File: src/rtl/cache_miss_controller.sv
// Miss sequencer for the 4-way fully associative line array and block RAM.
// Handles one request at a time: lookup, dirty write-back, refill, line update.
module cache_miss_controller (
  input  logic       Clock,
  input  logic       Resetn,
  input  logic       Req,
  input  logic       Write,
  input  logic [6:0] Address,
  input  logic [4:0] BlockIn,
  output logic       Done,
  output logic [4:0] BlockOut,
  output logic       HitOut,
  output logic       Busy,
  input  logic       L_Hit,
  input  logic [1:0] L_HitWay,
  input  logic [1:0] L_VictimWay,
  input  logic       L_VictimValid,
  input  logic       L_VictimDirty,
  input  logic [6:0] L_VictimTag,
  input  logic [4:0] L_Data,
  output logic       U_En,
  output logic       U_Touch,
  output logic [1:0] U_Way,
  output logic [6:0] U_Tag,
  output logic [4:0] U_Data,
  output logic       U_Dirty,
  output logic [6:0] M_Address,
  output logic [4:0] C_Block_M,
  output logic       C_Write_M,
  input  logic [4:0] M_Block_C
);

  typedef enum logic [2:0] {
    S_IDLE,
    S_LOOKUP,
    S_WB,
    S_RD_ADDR,
    S_RD_WAIT,
    S_FILL,
    S_RESP
  } state_t;

  state_t     r_state;
  logic [6:0] r_addr;
  logic       r_write;
  logic [4:0] r_din;
  logic [1:0] r_vway;
  logic       r_done;
  logic [4:0] r_bout;
  logic       r_hit;
  logic       r_uen;
  logic       r_utouch;
  logic [1:0] r_uway;
  logic [4:0] r_udata;
  logic       r_udirty;
  logic [6:0] r_maddr;
  logic [4:0] r_cdata;
  logic       r_cwr;

  always_ff @(posedge Clock or negedge Resetn) begin
    if (!Resetn) begin
      r_state  <= S_IDLE;
      r_addr   <= '0;
      r_write  <= 1'b0;
      r_din    <= '0;
      r_vway   <= '0;
      r_done   <= 1'b0;
      r_bout   <= '0;
      r_hit    <= 1'b0;
      r_uen    <= 1'b0;
      r_utouch <= 1'b0;
      r_uway   <= '0;
      r_udata  <= '0;
      r_udirty <= 1'b0;
      r_maddr  <= '0;
      r_cdata  <= '0;
      r_cwr    <= 1'b0;
    end else begin
      r_done   <= 1'b0;
      r_uen    <= 1'b0;
      r_utouch <= 1'b0;
      r_cwr    <= 1'b0;
      unique case (r_state)
        S_IDLE: begin
          if (Req) begin
            r_addr  <= Address;
            r_write <= Write;
            r_din   <= BlockIn;
            r_state <= S_LOOKUP;
          end
        end
        S_LOOKUP: begin
          r_hit  <= L_Hit;
          r_vway <= L_VictimWay;
          if (L_Hit) begin
            r_uway   <= L_HitWay;
            r_utouch <= 1'b1;
            if (r_write) begin
              r_uen    <= 1'b1;
              r_udata  <= r_din;
              r_udirty <= 1'b1;
            end else begin
              r_bout <= L_Data;
            end
            r_state <= S_RESP;
          end else if (L_VictimValid && L_VictimDirty) begin
            r_cwr   <= 1'b1;
            r_maddr <= L_VictimTag;
            r_cdata <= L_Data;
            r_state <= S_WB;
          end else if (r_write) begin
            // one-word blocks: write-allocate installs without a fetch
            r_uen    <= 1'b1;
            r_utouch <= 1'b1;
            r_uway   <= L_VictimWay;
            r_udata  <= r_din;
            r_udirty <= 1'b1;
            r_state  <= S_RESP;
          end else begin
            r_maddr <= r_addr;
            r_state <= S_RD_ADDR;
          end
        end
        S_WB: begin
          if (r_write) begin
            r_uen    <= 1'b1;
            r_utouch <= 1'b1;
            r_uway   <= r_vway;
            r_udata  <= r_din;
            r_udirty <= 1'b1;
            r_state  <= S_RESP;
          end else begin
            r_maddr <= r_addr;
            r_state <= S_RD_ADDR;
          end
        end
        S_RD_ADDR: r_state <= S_RD_WAIT;
        S_RD_WAIT: begin
          r_uen    <= 1'b1;
          r_utouch <= 1'b1;
          r_uway   <= r_vway;
          r_udata  <= M_Block_C;
          r_udirty <= 1'b0;
          r_bout   <= M_Block_C;
          r_state  <= S_FILL;
        end
        S_FILL: r_state <= S_RESP;
        S_RESP: begin
          r_done  <= 1'b1;
          r_state <= S_IDLE;
        end
        default: r_state <= S_IDLE;
      endcase
    end
  end

  assign Done      = r_done;
  assign BlockOut  = r_bout;
  assign HitOut    = r_hit;
  assign Busy      = (r_state != S_IDLE);
  assign U_En      = r_uen;
  assign U_Touch   = r_utouch;
  assign U_Way     = r_uway;
  assign U_Tag     = r_addr;
  assign U_Data    = r_udata;
  assign U_Dirty   = r_udirty;
  assign M_Address = r_maddr;
  assign C_Block_M = r_cdata;
  assign C_Write_M = r_cwr;

endmodule
File: config.mk
export PLATFORM = sky130hd
export DESIGN_NAME = cache_miss_controller
export DESIGN_NICKNAME = d
export VERILOG_FILES = /design/src/rtl/cache_miss_controller.sv
export SDC_FILE = /design/constraint.sdc
export NUM_CORES = 1
export LEC_CHECK = 0
export CAP_MARGIN = 40
export CORE_MARGIN = 1
export CORE_UTILIZATION = 45
export DETAILED_ROUTE_END_ITERATION = 7
export GPL_TIMING_DRIVEN = 0
export HOLD_SLACK_MARGIN = 0.03
export PLACE_DENSITY = 0.8
export SYNTH_ARGS = -nofsm -noshare
export SYNTH_HDL_FRONTEND = slang
export SYNTH_SLANG_ARGS = --single-unit
File: constraint.sdc
create_clock -name Clock -period 2.49 [get_ports Clock]
set_input_delay 0.498 -clock Clock [delete_from_list [all_inputs] [get_ports Clock]]
set_output_delay 0.498 -clock Clock [all_outputs]
set_load 0.05 [all_outputs]
==> reports/metrics.cfg, run 1 <==
[grt]
grt_pass1_wl_mm=8.44
grt_max_degree=26
grt_antenna_before_repair=0
grt.overflow.total=0
grtUsageTotal=0.210
grt_pass1_vias=1727

[synth]
yosysUniqueCellTypes=40
yosys-top-cells-area=dfrtp_1 (53%), mux2_2 (15%), mux2_4 (3.3%)
syn_avg_cell_area_um2=12.9
synth_enable_flop_cells=0
synth_commonest_cells=dfrtp_1 (48), mux2_2 (30), a21oi_1 (10), nor2_1 (9)
ys_warn_count=0
synth.most_common_cell=dfrtp_1
synthCells=176
yosys.area.top_type=dfrtp_1
syn_area_um2=2270
postSynth.asyncResetShare=1.00
yosys.area.top_type_share=0.529
ys.flop_type=dfrtp_1
seq_area_frac_synth=0.529
ys_ff_latch=48
syn_nets=216

[floorplanning]
dieArea_um2=5330
dieWidth_um=73.0
start_util=0.474
rows=25
core_um2=4790
ios=78
die-height_um=73.0

[critical_path]
crit_arrival_ns=1.94
critPathCaptureType=output pin
cp.required_ns=1.99
reg2reg_depth=5
cp-start-kind=flip-flop
r2r_start=r_state[1]$_DFFE_PN0P_
cp-startpoint=r_state[1]$_DFFE_PN0P_
criticalPathCategory=reg2out
worstPathMaxFanout=9

[timing]
whs_ns=0.174
drv_slew=0
worstMarginPinSlew_ns=0.739
setup_viol=0
slew_headroom=0.507
hold_viol=0
finalCritPeriodShare=0.981
final.min_clock_period_ns=2.44
rsz0062_at_grt=no
fin_worst_skew_ns=0.00998
timing.final.ws_setup_ns=0.0484
max_freq_ghz=0.410

[clock_network]
clockBufferDepth=2
cts-buffers-inserted=5
post_cts_buffers=0
hold_buffers=0
cts.sinks=48
root_buffer=clkbuf_8
clk_latency_ns=0.30
postCtsResizedCells=0
clkTransAtPathRegs_ns=0.10
htreeDepth=2
cts_tree=yes

[final_layout]
area_delta_synth_final_pct=44.9
nets=300
antenna_cells=0
layout-drive-gt1-share=0.241
final_util=0.687
finalInstanceArea_um2=3290
seq_area_um2=1200
multi_input_area_um2=970
fillerInstances=358

[route]
via_count=1690
firstDrtPassIters=4
routedWlPerCell_um=15.9
avgViaCountPerCell=5.15
drc=0
ant_nets=0
wl_mm=5.21
dr.first_iter.drc_count=67

[place]
place_ws_ns=0.115
finalWeightedCongestion=0.781
hpwl_mm=3.69
io_buffers=76
dpl_cell_area_um2=3130

[power_and_ir_drop]
powerDensity_nw_per_um2=1590
ir_drop_v=0.000883
power_uw=5210
p_leak_uw=0.00138

[outcome]
status=completed

[min_path]
holdCritPathClass=in2async

[flow_run]
cap_violations=0

==> metal layers <==
layer	vias up	track usage	wire length, um
met3	5	0.0428	186
met2	38	0.345	2620
met1	847	0.285	2370
li1	800	-	-
met4	0	0.0523	38
met5	-	0	0
==> worst paths after layout <==
path | to | slack (ns)
worst min-delay path | U_En$_DFF_PN0_ | 0.17
worst max register to register | M_Address[1]$_DFFE_PN0P_ | 0.59
worst max-delay path | Busy | 0.05
max in group asynchronous | r_write$_DFFE_PN0P_ | 1.78
min in group Clock | M_Address[1]$_DFFE_PN0P_ | 0.50
worst min register to register | M_Address[1]$_DFFE_PN0P_ | 0.50
==> registers in the layout, summed over array words and instances (netlist names), 2 cells and up <==
name       cells
U_Tag          7
BlockOut       5
r_state        3
U_Data         5
M_Address      7
C_Block_M      5
U_Way          2
r_vway         2
r_din          5
==> final cells by class <==
type                    count  area share
clock inverters             3      0.0274
repair buffers             77       0.236
inverters                   4     0.00457
clock buffers               5      0.0209
flip-flops and latches     48       0.365
well taps                  67      0.0255
multi-input cells         114       0.295
plain buffers              10      0.0255
==> kinds of logic after synthesis <==
| kind of cell | share of synthesized area |
|---|---|
| buffers and inverters | 0.0435 |
| AO/OA/AOI/OAI | 0.120 |
| XOR/XNOR | 0.00386 |
| AND/OR/NAND/NOR | 0.0943 |
| flip-flops | 0.529 |
| multiplexers | 0.209 |
==> power by group <==
part,internal (uW),switching (uW)
logic,1280,1780
clock network,502,274
registers,1160,214
total,2940,2270
==> stage by stage <==
step	cells	TNS, ns
after detailed placement	320	0
after floorplan	176	0
after CTS	328	0
final	328	0
after global routing	328	0
after global placement	319	-22.50
==> critical path: stages (launching register included) <==
cell	delay, ns
dfrtp_1	0.38
buf_6	0.14
or3_4	0.42
clkdlybuf4s50_1	0.71
==> layout by cell type (no fill, tap or decap), types with 2 or more instances in the layout <==
cell type and instances:
dfrtp_1 48, o21ai_0 3, a21oi_1 10, clkdlybuf4s50_1 75, nor2_1 9, o2bb2ai_1 7
buf_6 5, clkbuf_8 5, nand2b_1 3, nor3_1 3, mux2_4 5, buf_2 5
nor3b_1 2, mux2_2 30, a22oi_1 7, nand3b_1 2, nand2_1 5, bufinv_16 3
mux2i_1 5, o21bai_1 2, inv_1 4
(Power assumes the default switching activity.)
==> run 2: changes to the inputs <==
--- a/config.mk
+++ b/config.mk
@@ -5,6 +5,7 @@
 export SDC_FILE = /design/constraint.sdc
 export NUM_CORES = 1
 export LEC_CHECK = 0
+export ABC_CLOCK_PERIOD_IN_PS = 2490
 export CAP_MARGIN = 40
 export CORE_MARGIN = 1
 export CORE_UTILIZATION = 45
@@ -12,6 +13,7 @@
 export GPL_TIMING_DRIVEN = 0
 export HOLD_SLACK_MARGIN = 0.03
 export PLACE_DENSITY = 0.8
+export REMOVE_ABC_BUFFERS = 1
 export SYNTH_ARGS = -nofsm -noshare
 export SYNTH_HDL_FRONTEND = slang
 export SYNTH_SLANG_ARGS = --single-unit
==> run 2 against run 1 <==
Effect of this change: via count fell by 2.7%; global-route usage fell by 1.6 points; fmax rose by 5.7%; sequential share of layout area rose by 1.3 points; sequential cell count did not move; total power fell by 7.3%; largest cell class unchanged; highest routed layer unchanged.
==> reports/metrics.cfg, run 2 (synthesis gave the netlist of run 1 again) <==
[route]
drc=0
routedWlPerCell_um=15.0
avgViaCountPerCell=5.14
firstDrtPassIters=4
dr.first_iter.drc_count=65
ant_nets=0
via_count=1644
wl_mm=4.79

[min_path]
holdCritPathClass=in2async

[timing]
timing.final.ws_setup_ns=0.180
whs_ns=0.101
final.min_clock_period_ns=2.31
hold_viol=0
slew_headroom=0.491
worstMarginPinSlew_ns=0.764
drv_slew=0
fin_worst_skew_ns=0.00855
max_freq_ghz=0.433
finalCritPeriodShare=0.928
rsz0062_at_grt=no
final.setup.tns_ns=0
setup_viol=0

[critical_path]
criticalPathCategory=reg2out
worstPathMaxFanout=18
crit_arrival_ns=1.81
cp-start-kind=flip-flop
cp.required_ns=1.99
critPathCaptureType=output pin

[place]
place_ws_ns=0.0508
dp_cells=312
finalWeightedCongestion=0.760
hpwl_mm=3.42
io_buffers=77

[final_layout]
final_common_cell=clkdlybuf4s50_1
antenna_cells=0
final_cell_mix=clkdlybuf4s50_1 (75), dfrtp_1 (48), mux2_2 (30)
layout.cells.non_filler=320
layout-drive-gt1-share=0.209
area_delta_synth_final_pct=39.8
final_util=0.663
nets=292

[clock_network]
clockBufferDepth=2
cts_tree=yes
root_buffer=clkbuf_8
hold_buffers=0
clk_latency_ns=0.30
htreeDepth=2
cts-buffers-inserted=5
cts.sinks=48
clkTransAtPathRegs_ns=0.09

[floorplanning]
dieArea_um2=5330
ios=78
die-height_um=73.0
start_util=0.474
dieWidth_um=73.0
core_um2=4790
rows=25

[grt]
grt_pass1_vias=1642
grt_pass1_wl_mm=7.69
grt.overflow.total=0
grt_antenna_before_repair=0
grtUsageTotal=0.194
grt_max_degree=34

[power_and_ir_drop]
p_clk_frac=0.113
p_comb_frac=0.585
power_switching_uw=2190
powerDensity_nw_per_um2=1520
power.internal_uw=2650
seqPwrFrac=0.302
ir_drop_v=0.000852
p_leak_uw=0.00132
swShare=0.453

[flow_run]
cap_violations=0

[outcome]
status=completed

-- run 2: cell type report --
type | instances | area, um^2
Fill cell | 369 | 1610
Sequential cell | 48 | 1200
Multi-Input combinational cell | 114 | 970
Timing Repair Buffer | 79 | 796
Tap cell | 67 | 83.8
Clock buffer | 6 | 72.6
Clock inverter | 2 | 35.0
Inverter | 4 | 15.0
-- run 2: power by group through the flow --
stage                     combinational (uW)  clock (uW)  sequential [uW]
after floorplan                         1030           0             2380
after global placement                  2790           0             1460
after detailed placement                2850           0             1470
after CTS                               2850         559             1460
after global routing                    2980         587             1520
final                                   2830         547             1460
-- run 2: final timing paths --
path	from	to	slack, ns	cells past startpoint
worst min register to register	M_Address[3]$_DFFE_PN0P_	M_Address[3]$_DFFE_PN0P_	0.49	1
worst max-delay path	r_state[1]$_DFFE_PN0P_	Busy	0.18	2
worst min-delay path	Resetn	BlockOut[3]$_DFFE_PN0P_	0.10	1
max in group asynchronous	Resetn	U_Tag[4]$_DFFE_PN0P_	1.89	2
min in group Clock	M_Address[3]$_DFFE_PN0P_	M_Address[3]$_DFFE_PN0P_	0.49	1
worst max register to register	r_state[0]$_DFFE_PN0P_	U_Data[4]$_DFFE_PN0P_	0.20	5
-- run 2: what timing repair did --
item | CTS | global route
endpoints found under the setup margin | 1 | 0
buffers inserted | 0 | 0
resized for setup | 1 | 0
-- run 2: per-layer routing --
metal | share of wire | wire length, um | GRT usage
met5 | 0 | 0 | 0
met4 | 0.015 | 71 | 0.0719
met1 | 0.46 | 2190 | 0.250
met3 | 0.048 | 232 | 0.0470
met2 | 0.48 | 2290 | 0.317
-- run 2: critical path, stage by stage (launching register included) --
cell	delay (ns)
dfrtp_1	0.57
or3_4	0.50
dlygate4sd2_1	0.44
-- run 2: per-stage QoR --
stage | area [um^2] | total power [uW]
floorplan | 2190 | 3410
global placement | 3040 | 4250
detailed placement | 3070 | 4320
CTS | 3170 | 4870
global route | 3170 | 5090
finish | 3170 | 4840
